**src/rtl/seq_detector_multi.sv**
```systemverilog
// seq_detector_multi: serial multi-pattern sequence detector.
//
// A single shared shift history is compared against NUM_PAT runtime-programmable
// patterns of up to MAX_LEN bits each. Every channel raises a registered
// one-cycle match pulse, and can run in overlapping or non-overlapping mode.
//
// Handshake: x_valid qualifies x on the rising edge of clk. There is no
// backpressure; every edge with x_valid high consumes exactly one bit, and
// edges with x_valid low leave all history and fill counts untouched.
//
// Optional build macro SEQ_DET_MATCH_CNT_EN adds per-channel saturating match
// counters on output match_cnt.
//
// Per-channel fill counts act as the channel state (FILL while below the
// effective length, ARMED once at or above it) and are exported flattened on
// dbg_fcnt, channel i at [i*LEN_W +: LEN_W].
module seq_detector_multi #(
  parameter int MAX_LEN = 8,
  parameter int NUM_PAT = 2,
  parameter int CNT_W   = 8,
  localparam int LEN_W  = $clog2(MAX_LEN + 1)
) (
  input  logic                       clk,
  input  logic                       rst,
  input  logic                       x,
  input  logic                       x_valid,
  input  logic                       clr,
  input  logic [NUM_PAT*MAX_LEN-1:0] pat,
  input  logic [NUM_PAT*LEN_W-1:0]   len,
  input  logic [NUM_PAT-1:0]         overlap,
  output logic [NUM_PAT-1:0]         y,
  output logic                       y_any,
  output logic [NUM_PAT*LEN_W-1:0]   dbg_fcnt
`ifdef SEQ_DET_MATCH_CNT_EN
  ,
  output logic [NUM_PAT*CNT_W-1:0]   match_cnt
`endif
);

  // Fill-count landmarks: empty after reset/clear/non-overlap match, full
  // once the whole history window holds valid bits.
  localparam logic [LEN_W-1:0] FCNT_EMPTY = '0;
  localparam logic [LEN_W-1:0] FCNT_FULL  = LEN_W'(MAX_LEN);

  logic [MAX_LEN-1:0] hist_q, hist_d, hist_next;
  logic [LEN_W-1:0]   fcnt_q [NUM_PAT];
  logic [LEN_W-1:0]   fcnt_d [NUM_PAT];
  logic [NUM_PAT-1:0] m;
  logic [NUM_PAT-1:0] y_d;
  logic               y_any_d;

  // History as it will look after shifting in the current bit.
  always_comb begin
    hist_next = {hist_q[MAX_LEN-2:0], x};
  end

  // Per-channel match: window of eff_len newest bits equals the pattern and
  // enough valid bits have been seen since the last reset/clear/consume.
  always_comb begin
    int                 el;
    logic [MAX_LEN-1:0] mask;
    m = '0;
    for (int i = 0; i < NUM_PAT; i++) begin
      el = int'(len[i*LEN_W +: LEN_W]);
      if (el > MAX_LEN) el = MAX_LEN;
      mask = '0;
      for (int b = 0; b < MAX_LEN; b++) begin
        mask[b] = (b < el);
      end
      m[i] = x_valid && (el != 0) &&
             ((int'(fcnt_q[i]) + 1) >= el) &&
             ((hist_next & mask) == (pat[i*MAX_LEN +: MAX_LEN] & mask));
    end
  end

  // Next-state for history, fill counts and match outputs; clr wins over x_valid.
  always_comb begin
    hist_d  = hist_q;
    y_d     = '0;
    y_any_d = 1'b0;
    for (int i = 0; i < NUM_PAT; i++) begin
      fcnt_d[i] = fcnt_q[i];
    end
    if (clr) begin
      hist_d = '0;
      for (int i = 0; i < NUM_PAT; i++) begin
        fcnt_d[i] = FCNT_EMPTY;
      end
    end else if (x_valid) begin
      hist_d  = hist_next;
      y_d     = m;
      y_any_d = |m;
      for (int i = 0; i < NUM_PAT; i++) begin
        if (m[i] && !overlap[i]) begin
          fcnt_d[i] = FCNT_EMPTY;
        end else if (fcnt_q[i] != FCNT_FULL) begin
          fcnt_d[i] = fcnt_q[i] + LEN_W'(1);
        end
      end
    end
  end

  // State registers with asynchronous active-low reset.
  always_ff @(posedge clk or negedge rst) begin
    if (!rst) begin
      hist_q <= '0;
      y      <= '0;
      y_any  <= 1'b0;
      for (int i = 0; i < NUM_PAT; i++) begin
        fcnt_q[i] <= FCNT_EMPTY;
      end
    end else begin
      hist_q <= hist_d;
      y      <= y_d;
      y_any  <= y_any_d;
      for (int i = 0; i < NUM_PAT; i++) begin
        fcnt_q[i] <= fcnt_d[i];
      end
    end
  end

  // Export fill counts for observation.
  always_comb begin
    dbg_fcnt = '0;
    for (int i = 0; i < NUM_PAT; i++) begin
      dbg_fcnt[i*LEN_W +: LEN_W] = fcnt_q[i];
    end
  end

`ifdef SEQ_DET_MATCH_CNT_EN
  logic [CNT_W-1:0] cnt_q [NUM_PAT];
  logic [CNT_W-1:0] cnt_d [NUM_PAT];

  // Saturating match counters, updated on the same edge as y.
  always_comb begin
    for (int i = 0; i < NUM_PAT; i++) begin
      cnt_d[i] = cnt_q[i];
      if (clr) begin
        cnt_d[i] = '0;
      end else if (m[i] && (~cnt_q[i] != '0)) begin
        cnt_d[i] = cnt_q[i] + CNT_W'(1);
      end
    end
  end

  // Counter registers.
  always_ff @(posedge clk or negedge rst) begin
    if (!rst) begin
      for (int i = 0; i < NUM_PAT; i++) begin
        cnt_q[i] <= '0;
      end
    end else begin
      for (int i = 0; i < NUM_PAT; i++) begin
        cnt_q[i] <= cnt_d[i];
      end
    end
  end

  // Flatten counters onto the output bus.
  always_comb begin
    match_cnt = '0;
    for (int i = 0; i < NUM_PAT; i++) begin
      match_cnt[i*CNT_W +: CNT_W] = cnt_q[i];
    end
  end
`else
  // Counter width is only meaningful when counters are built.
  logic [31:0] cnt_w_unused;
  assign cnt_w_unused = 32'(CNT_W);
`endif

endmodule

```
**config.mk**
```make
export PLATFORM = sky130hd
export DESIGN_NAME = seq_detector_multi
export DESIGN_NICKNAME = d
export VERILOG_FILES = /design/src/rtl/seq_detector_multi.sv
export SDC_FILE = /design/constraint.sdc
export NUM_CORES = 1
export LEC_CHECK = 0
export ABC_CLOCK_PERIOD_IN_PS = 2190
export BUFFER_PORTS_ARGS = -buffer_cell sky130_fd_sc_hd__buf_4
export CORE_ASPECT_RATIO = 0.5
export CORE_MARGIN = 2
export CORE_UTILIZATION = 54
export CTS_BUF_LIST = sky130_fd_sc_hd__clkbuf_4
export DETAILED_ROUTE_END_ITERATION = 6
export PLACE_DENSITY = 0.91
export SYNTH_ARGS = -nofsm -noshare
export SYNTH_HDL_FRONTEND = slang
export SYNTH_SLANG_ARGS = --single-unit
```
**constraint.sdc**
```tcl
create_clock -name clk -period 2.19 [get_ports clk]
set_input_delay 0.219 -clock clk [delete_from_list [all_inputs] [get_ports clk]]
set_output_delay 0.219 -clock clk [all_outputs]
set_load 0.005 [all_outputs]
```
==> results of run 1 <==
## path summary, 6_finish.rpt
path | endpoint | slack, ps | cells past startpoint
max | dbg_fcnt[6] | 130 | 8
min | hist_q[0] | 220 | 3
max reg2reg | dbg_fcnt[6] | 130 | 8
min reg2reg | dbg_fcnt[6] | 620 | 1
max in group asynchronous | dbg_fcnt[6] | 1640 | 2
min in group asynchronous | dbg_fcnt[5] | 340 | 2
## stage by stage
step	total power, W	setup WS (ps)	hold WS (ps)
final	0.0007879	132.7	223.2
after global routing	0.0008365	10.83	222.8
after CTS	0.0007839	105.2	207.0
after detailed placement	0.0006143	-13.34	102.4
after global placement	0.0005995	151.6	96.10
after floorplan	0.0005012	177.6	-76.59
## layer usage
layer / vias to the layer above / track usage / part of all wire
met2: 51 / 0.4612 / 0.49
met3: 7 / 0.05066 / 0.044
met4: 0 / 0.08929 / 0.010
met5: - / 0 / 0
li1: 685 / - / -
met1: 672 / 0.2844 / 0.45
## layout make-up
type / instances / share of cell area
repair buffers: 48 / 0.1928
clock inverters: 1 / 0.001995
multi-input cells: 135 / 0.5140
well taps: 37 / 0.02460
clock buffers: 3 / 0.01197
flip-flops and latches: 18 / 0.2407
inverters: 7 / 0.01396
## logic make-up (layout without fill, tap and decap cells)
| family | count (synthesis) | in the layout | synth area share |
|---|---|---|---|
| AND/OR/NAND/NOR | 49 | 49 | 0.1716 |
| adder cells (fa/ha/maj) | 12 | 12 | 0.1025 |
| multiplexers | 8 | 8 | 0.05466 |
| AO/OA/AOI/OAI | 46 | 46 | 0.2101 |
| buffers and inverters | 13 | 59 | 0.03416 |
| flip-flops | 18 | 18 | 0.3074 |
| XOR/XNOR | 20 | 20 | 0.1196 |
## what timing repair did
action | CTS | global route
setup buffers | 0 | 3
resized for setup | 1 | 4
hold buffers | 1 | 0
hold endpoints to repair | 18 | 0
pin swaps | 0 | 4
setup endpoints to repair | 3 | 6
## cell usage in the layout, fill, tap and decap left out, drive strengths merged
cell,n
nor3,1
a211oi,2
and3b,1
o211ai,4
o32a,1
nor2,18
clkinv,1
a22o,1
buf,47
nor2b,2
a21o,3
o31ai,2
inv,7
xor2,14
nand3,5
nand4,2
o22ai,2
nor4bb,1
nand2b,7
and2,1
nand2,10
a21oi,13
a2111oi,2
dlygate4sd3,1
nor3b,1
dfrtp,18
ha,12
a31oi,2
o41ai,2
o21ai,12
mux2i,8
xnor2,6
clkbuf,3
## sequential cells by signal (all words and copies together), names as in the netlist
register  cells
hist_q        7
y             2
y_any         1
dbg_fcnt      8
## worst register-to-register path, cell delays in order, from the launching register on
cell	delay (ps)
dfrtp_2	450
ha_1	230
xor2_1	150
ha_1	280
o21ai_0	80
o21ai_1	260
nand4_4	200
o211ai_2	180
o211ai_1	100
## where the power goes
part           internal (W)  switching (W)  leakage, nW  total [W]
clock             0.0000664       0.000104       0.0154   0.000171
combinational      0.000125       0.000121        0.675   0.000246
sequential         0.000347      0.0000245        0.244   0.000371
total              0.000538       0.000250        0.934   0.000788
==> metrics.yaml, run 1 <==
status:
  outcome: "complete, no violations"
pwr:
  powerDensity_mw_per_mm2: 418.7
  leakagePower_nw: 0.9344
  vdd_ir_drop_max_v: 0.0002398
final_layout:
  multi_input_area_um2: 967.2
  final_cells: 249
  diodes: 0
  fin_nets: 256
  drive_gt1_frac: 0.2783
  syn_to_final_growth_pct: 28.44
  fin_util: 0.7276
  finalInstanceArea_mm2: 0.001882
  ff_latch_area_um2: 452.9
  n_fill_cell: 191
sta:
  period_share: 0.9394
  max_freq_mhz: 486.1
  fin_tns_setup_ps: 0
  slew_violations: 0
  hold_violations: 0
  slew_headroom: 0.6683
  setup_viol: 0
  rsz0062_at_grt: "no"
  fin_crit_ps: 2057
  final.setup_skew_ps: 2.336
  tightest_slew_ps: 496.6
floorplanning:
  die_area_mm2: 0.003171
  dieWidth_um: 77.67
  ioPinCount: 42
  num_rows: 13
  dieHeight_um: 40.83
  initial_core_util: 0.5665
  core_area_mm2: 0.002586
worst_setup_path:
  regToRegStartpoint: "dbg_fcnt[4]"
  cpPeakStageDelay_ps: 450
  crit_family: "compound AO/OA/AOI/OAI gates"
  crit_type: "flop to flop"
  cp_slowest_cell: "dfrtp_2"
  path_common_cell: "ha_1"
  start_kind: "flop"
  worstSetupEndpointType: "flop"
  critPathArrivalTime_ps: 2240
  path_cells: "ha_1, xor2_1, ha_1, o21ai_0, o21ai_1, nand4_4, o211ai_2, o211ai_1"
  worst-path-max-fanout: 8
  startpoint: "dbg_fcnt[4]"
  crit_buf_inv: 0
  cp.required_ps: 2370
yosys:
  synth.avg_cell_area_um2: 8.826
  synth_nets: 209
  yosysWarnings: 0
  ys_top_cells_by_area: "dfrtp_1 31%, ha_1 10%, xor2_1 8.4%"
  synth_flop_cell: "dfrtp_1"
  synth-seq-area-share: 0.3074
  synth_cell_type_count: 36
  yosys.area.top_type_share: 0.3074
  synth_edf_count: 0
  syn_inst: 166
  ys_seq_elements: 18
  synth_area_mm2: 0.001465
  yosys-top-cells-count: "18 x dfrtp_1, 18 x nor2_1, 14 x xor2_1"
  async_flop_share: 1.000
  yosys.area.top_type: "dfrtp_1"
cts:
  cts_root_buf: "clkbuf_4"
  cts_tree: "done"
  clkSlewWorstSetupHoldPaths_ps: 100
  numCtsBuffers: 3
  htreeDepth: 1
  cts.sinks: 18
  clk_latency_ps: 300
  clk_path_buf_depth: 2
hold_path:
  hold_start: "x"
  min_path_type: "input pin to flop"
routing:
  drt_pass1_iterations: 4
  via_per_inst: 5.683
  routed_wl_mm: 3.695
  drc_errors: 0
  avgRoutedWirePerCell_um: 14.84
  ant_nets: 0
  routed-via-count: 1415
  drt_iter0_drc: 70
global_routing:
  grt_pass1_wl_mm: 5.754
  grt_max_degree: 22
  grt_usage: 0.2407
  grt_pass1_vias: 1314
  grt_remaining_overflow: 0
  antenna_found_initial: 0
placed_design:
  placed_cell_area_mm2: 0.001818
  io_buffers: 41
  dp_cells: 241
  globalplace.congestion: 0.8564
  hpwlAfterDp_mm: 2.823
job:
  cap_violations: 0
Power figures use the tool's default switching activity.
==> run 2, diff against run 1 <==
--- a/config.mk
+++ b/config.mk
@@ -7,7 +7,7 @@
 export LEC_CHECK = 0
 export ABC_CLOCK_PERIOD_IN_PS = 2190
 export BUFFER_PORTS_ARGS = -buffer_cell sky130_fd_sc_hd__buf_4
-export CORE_ASPECT_RATIO = 0.5
+export CORE_ASPECT_RATIO = 1.25
 export CORE_MARGIN = 2
 export CORE_UTILIZATION = 54
 export CTS_BUF_LIST = sky130_fd_sc_hd__clkbuf_4
==> metrics.yaml, run 2 (synthesized netlist as in run 1, its figures left out) <==
cts:
  cts.sinks: 18  # unchanged
  cts_root_buf: "clkbuf_4"
  clkSlewWorstSetupHoldPaths_ps: 100  # about the same
  htreeDepth: 1  # unchanged
  numCtsBuffers: 3  # unchanged
  cts_tree: "done"
  clk_latency_ps: 290  # about the same
  clk_path_buf_depth: 2  # unchanged
sta:
  final.setup_skew_ps: 2.108  # -0.2282 ps
  tightest_slew_ps: 456.1  # -40.59 ps
  slew_headroom: 0.6954  # +0.02712
  rsz0062_at_grt: "no"
  fin_crit_ps: 2055  # -2.702 ps
  slew_violations: 0  # unchanged
  max_freq_mhz: 486.7  # +0.13%
  period_share: 0.9382  # -0.001234
  hold_violations: 0  # unchanged
  fin_tns_setup_ps: 0  # unchanged
  setup_viol: 0  # unchanged
routing:
  via_per_inst: 5.713  # +0.52%
  drt_pass1_iterations: 4  # unchanged
  routed_wl_mm: 3.528  # -4.5%
  drt_iter0_drc: 37  # -47%
  drc_errors: 0  # unchanged
  ant_nets: 0  # unchanged
  met1_length_mm: 1.484  # -12%
  top_layer_used: "met4"
  wl_met3_um: 151  # -7.4%
  avgRoutedWirePerCell_um: 14.28  # -3.7%
  met2_length_mm: 1.795  # -0.94%
  routed-via-count: 1411  # -0.28%
final_layout:
  n_fill_cell: 206  # +7.9%
  largest_reg_flops: 8  # unchanged
  mostFrequentLayoutCell: "buf_4"
  diodes: 0  # unchanged
  layout_common_cells: "48 x buf_4, 18 x nor2_1, 16 x dfrtp_1, 14 x xor2_1"
  drive_gt1_frac: 0.2770  # -0.001307
  fin_nets: 257  # +0.39%
  syn_to_final_growth_pct: 28.52  # about the same
worst_setup_path:
  critPathArrivalTime_ps: 2230  # about the same
  regToRegStartpoint: "dbg_fcnt[0]"
  r2r_slack_ps: 140  # about the same
  worst-path-max-fanout: 5  # -3
  start_kind: "flop"
  worstSetupEndpointType: "flop"
  crit_type: "flop to flop"
  r2r_cells: 8  # unchanged
  cp.required_ps: 2370  # about the same
  r2r-end: "dbg_fcnt[2]"
global_routing:
  grt_remaining_overflow: 0  # unchanged
  grt_pass1_vias: 1373  # +4.5%
  grt_pass1_wl_mm: 6.016  # +4.6%
  antenna_found_initial: 0  # unchanged
  grt_usage: 0.2429  # +0.002194
  grt_max_degree: 21  # -4.5%
placed_design:
  globalplace.congestion: 0.8751  # +2.2%
  io_buffers: 41  # unchanged
  hpwlAfterDp_mm: 2.809  # -0.50%
status:
  outcome: "complete, no violations"
pwr:
  p_total_w: 0.0007896  # +0.22%
  powerDensity_mw_per_mm2: 419.3  # +0.15%
  leakagePower_nw: 0.9441  # +1.0%
  vdd_ir_drop_max_v: 0.0003223  # +34%
hold_path:
  min_to: "hist_q[0]"
  min_path_type: "input pin to flop"
  hold-path-cell-count: 3  # unchanged
  hold_start: "x"
floorplanning:
  initial_core_util: 0.5576  # -0.008903
  dieWidth_um: 50.59  # -35%
  dieHeight_um: 62.24  # +52%
  core_area_mm2: 0.002628  # +1.6%
  die_area_mm2: 0.003148  # -0.71%
  num_rows: 21  # +8
  ioPinCount: 42  # unchanged
job:
  cap_violations: 0  # unchanged
-- run 2: cell count changes in the layout (fill, tap and decap cells not counted) --
cell,before,now
o21ai_0,10,11
ha_1,11,12
ha_2,1,0
o21ai_1,2,1
buf_4,47,48
-- run 2: worst max-delay path: stages, from the launching register on --
cell and delay, ps:
dfrtp_1 410, inv_1 80, ha_1 330, ha_1 290, a211oi_1 60, o21ai_0 190, nand4_1 240, o211ai_1 250
a21oi_1 90
-- run 2: per-stage QoR --
stage	setup slack, ps	hold WS [ps]	cell area (µm²)	utilization	cells
5_1_grt	23.30	216.7	1883	0.7167	247
4_1_cts	7.399	211.7	1873	0.7129	246
6_report	135.4	209.6	1883	0.7167	247
3_3_place_gp	150.0	95.03	1837	0.6990	241
3_5_place_dp	28.70	96.56	1837	0.6990	241
2_1_floorplan	177.6	-76.59	1465	-	166
-- run 2: final cells by class --
cell class	count	area, µm²	share of cell area
Clock inverter	1	3.754	0.001993
Clock buffer	3	22.52	0.01196
Tap cell	34	42.54	0.02259
Inverter	7	26.28	0.01395
Sequential cell	18	452.9	0.2405
Multi-Input combinational cell	135	964.7	0.5123
Timing Repair Buffer	49	370.4	0.1967
-- run 2: power by group --
group          switching (W)  internal, W  total (W)
Combinational       0.000125     0.000132   0.000257
Sequential         0.0000206     0.000346   0.000367
Clock               0.000100    0.0000662   0.000166
-- run 2: routing by layer --
layer / track usage / up-vias
li1: - / 684
met1: 0.3033 / 669
met2: 0.4112 / 50
met3: 0.02644 / 8
met4: 0.1149 / 0
met5: 0 / -
-- run 2: worst max path at each step --
stage                startpoint     endpoint
floorplan           dbg_fcnt[4]  dbg_fcnt[4]
finish              dbg_fcnt[0]  dbg_fcnt[2]
CTS                 dbg_fcnt[4]  dbg_fcnt[4]
detailed placement  dbg_fcnt[4]  dbg_fcnt[4]
global placement    dbg_fcnt[0]  dbg_fcnt[2]
global route        dbg_fcnt[0]  dbg_fcnt[2]
-- run 2: repair_timing --
item                       4_1_cts  5_1_grt
gates resized for setup          0        3
hold buffers                     1        0
setup buffers                    0        1
setup endpoints to repair        0        6
hold endpoints to repair        18        0
==> run 3, diff against run 2 <==
--- a/config.mk
+++ b/config.mk
@@ -5,7 +5,7 @@
 export SDC_FILE = /design/constraint.sdc
 export NUM_CORES = 1
 export LEC_CHECK = 0
-export ABC_CLOCK_PERIOD_IN_PS = 2190
+export ABC_CLOCK_PERIOD_IN_PS = 2600
 export BUFFER_PORTS_ARGS = -buffer_cell sky130_fd_sc_hd__buf_4
 export CORE_ASPECT_RATIO = 1.25
 export CORE_MARGIN = 2
==> constraint.sdc (replaced) <==
create_clock -name clk -period 2.6 [get_ports clk]
set_input_delay 0.26 -clock clk [delete_from_list [all_inputs] [get_ports clk]]
set_output_delay 0.26 -clock clk [all_outputs]
set_load 0.005 [all_outputs]
==> metrics.yaml, run 3 (synthesized netlist as in run 1, its figures left out) <==
worst_setup_path:
  regToRegStartpoint: "dbg_fcnt[4]"
  worstSetupEndpointType: "flop"
  start_kind: "flop"
  worst-path-max-fanout: 8  # +3
  cp.required_ps: 2770  # +400 ps
  r2r_cells: 8  # unchanged
  r2r-end: "dbg_fcnt[6]"
  r2r_slack_ps: 280  # +150 ps
  critPathArrivalTime_ps: 2490  # +260 ps
  crit_type: "flop to flop"
floorplanning:
  die_area_mm2: 0.003148  # unchanged
  dieHeight_um: 62.24  # unchanged
  initial_core_util: 0.5576  # unchanged
  dieWidth_um: 50.59  # unchanged
  num_rows: 21  # unchanged
  core_area_mm2: 0.002628  # unchanged
  ioPinCount: 42  # unchanged
pwr:
  power.share.clock: 0.216  # +0.005
  power.internal_w: 0.0004476  # -18%
  p_total_w: 0.0006516  # -17%
  p_seq_frac: 0.480  # +0.016
  swShare: 0.3131  # +0.002166
  leakagePower_nw: 0.9114  # -3.5%
  powerDensity_mw_per_mm2: 356.5  # -15%
  vdd_ir_drop_max_v: 0.0002773  # -14%
  power_frac_comb: 0.304  # -0.021
  p_switching_w: 0.0002041  # -17%
cts:
  post-cts-setup-buffer-count: 0  # unchanged
  numCtsBuffers: 3  # unchanged
  cts_tree: "done"
  cts_hold_buf: 1  # unchanged
  cts.sinks: 18  # unchanged
  clk_path_buf_depth: 2  # unchanged
  clk_latency_ps: 280  # about the same
  cts_root_buf: "clkbuf_4"
  postCtsResizedCells: 0  # unchanged
  clkSlewWorstSetupHoldPaths_ps: 100  # about the same
  htreeDepth: 1  # unchanged
routing:
  drt_iter0_drc: 35  # -5.4%
  ant_nets: 0  # unchanged
  routed_wl_mm: 3.535  # +0.20%
  avgRoutedWirePerCell_um: 14.73  # +3.1%
  drc_errors: 0  # unchanged
  via_per_inst: 5.788  # +1.3%
  drt_pass1_iterations: 4  # unchanged
  routed-via-count: 1389  # -1.6%
status:
  outcome: "complete, no violations"
global_routing:
  antenna_found_initial: 0  # unchanged
  grt_max_degree: 22  # +4.8%
  grt_pass1_vias: 1386  # +0.95%
  grt_pass1_wl_mm: 5.899  # -1.9%
  grt_remaining_overflow: 0  # unchanged
  grt_usage: 0.2396  # -0.003372
final_layout:
  syn_to_final_growth_pct: 24.76
  fin_nets: 250  # -2.7%
  diodes: 0  # unchanged
  n_fill_cell: 215  # +4.4%
  largest_reg_flops: 8  # unchanged
  mostFrequentLayoutCell: "buf_4"
  layout_common_cells: "41 x buf_4, 18 x nor2_1, 18 x dfrtp_1, 14 x xor2_1"
  drive_gt1_frac: 0.2427  # -0.03428
placed_design:
  io_buffers: 41  # unchanged
  hpwlAfterDp_mm: 2.615  # -6.9%
  globalplace.congestion: 0.7805  # -11%
hold_path:
  hold-path-cell-count: 3  # unchanged
  hold_start: "overlap[1]"
  min_path_type: "input pin to flop"
  min_to: "dbg_fcnt[5]"
sta:
  hold_violations: 0  # unchanged
  fin_crit_ps: 2318  # +263.1 ps
  max_freq_mhz: 431.5  # -11%
  hold_ws_ps: 273.1  # +63.43 ps
  setup_viol: 0  # unchanged
  final.setup_skew_ps: 1.930  # -0.1776 ps
  fin_tns_setup_ps: 0  # unchanged
  period_share: 0.8914  # -0.04674
  tightest_slew_ps: 449.3  # -6.794 ps
  rsz0062_at_grt: "no"
  slew_headroom: 0.6927  # -0.002629
  slew_violations: 0  # unchanged
job:
  cap_violations: 0  # unchanged
-- run 3: layout make-up --
cell class | instances | area [µm²] | share of cell area
clock buffer | 3 | 22.52 | 0.01232
sequential | 18 | 450.4 | 0.2464
inverter | 7 | 26.28 | 0.01437
timing repair buffer | 42 | 317.8 | 0.1739
tap | 34 | 42.54 | 0.02327
multi-input combinational | 135 | 964.7 | 0.5277
clock inverter | 1 | 3.754 | 0.002053
-- run 3: worst max-delay path, cell delays in order (launching register included) --
cell and delay [ps]:
dfrtp_1 480, ha_1 320, xor2_1 170, ha_1 290, o21ai_0 80, o21ai_0 310
nand4_4 230, o211ai_2 210, o211ai_1 100
-- run 3: power by group through the flow --
stage                     Sequential [W]  Clock [W]  Combinational (W)
after floorplan                 0.000309          0           0.000114
after global placement          0.000317          0           0.000189
after detailed placement        0.000317          0           0.000196
after CTS                       0.000312   0.000145           0.000198
after global routing            0.000315   0.000163           0.000221
final                           0.000313   0.000141           0.000198
-- run 3: worst max-delay path by stage --
stage                      from     endpoint  cells past startpoint
floorplan           dbg_fcnt[4]  dbg_fcnt[4]                      8
global placement    dbg_fcnt[4]  dbg_fcnt[6]                      8
detailed placement  dbg_fcnt[4]  dbg_fcnt[6]                      8
CTS                 dbg_fcnt[4]  dbg_fcnt[6]                      8
global route        dbg_fcnt[4]  dbg_fcnt[6]                      8
finish              dbg_fcnt[4]  dbg_fcnt[6]                      8
-- run 3: metal layers --
metal,routed length (µm),vias up,global-route usage,share of wire
met5,0,-,0,0
met4,44,0,0.07432,0.012
met3,106,6,0.01442,0.030
met2,1867,38,0.4507,0.53
met1,1517,673,0.2821,0.43
li1,-,672,-,-
-- run 3: through the flow --
| stage | worst slack [ps] | cell area (µm²) | util | instances |
|---|---|---|---|---|
| floorplan | 587.6 | 1465 | - | 166 |
| global placement | 432.7 | 1792 | 0.6819 | 235 |
| detailed placement | 340.1 | 1792 | 0.6819 | 235 |
| CTS | 319.5 | 1828 | 0.6957 | 240 |
| global route | 138.4 | 1828 | 0.6957 | 240 |
| finish | 282.3 | 1828 | 0.6957 | 240 |
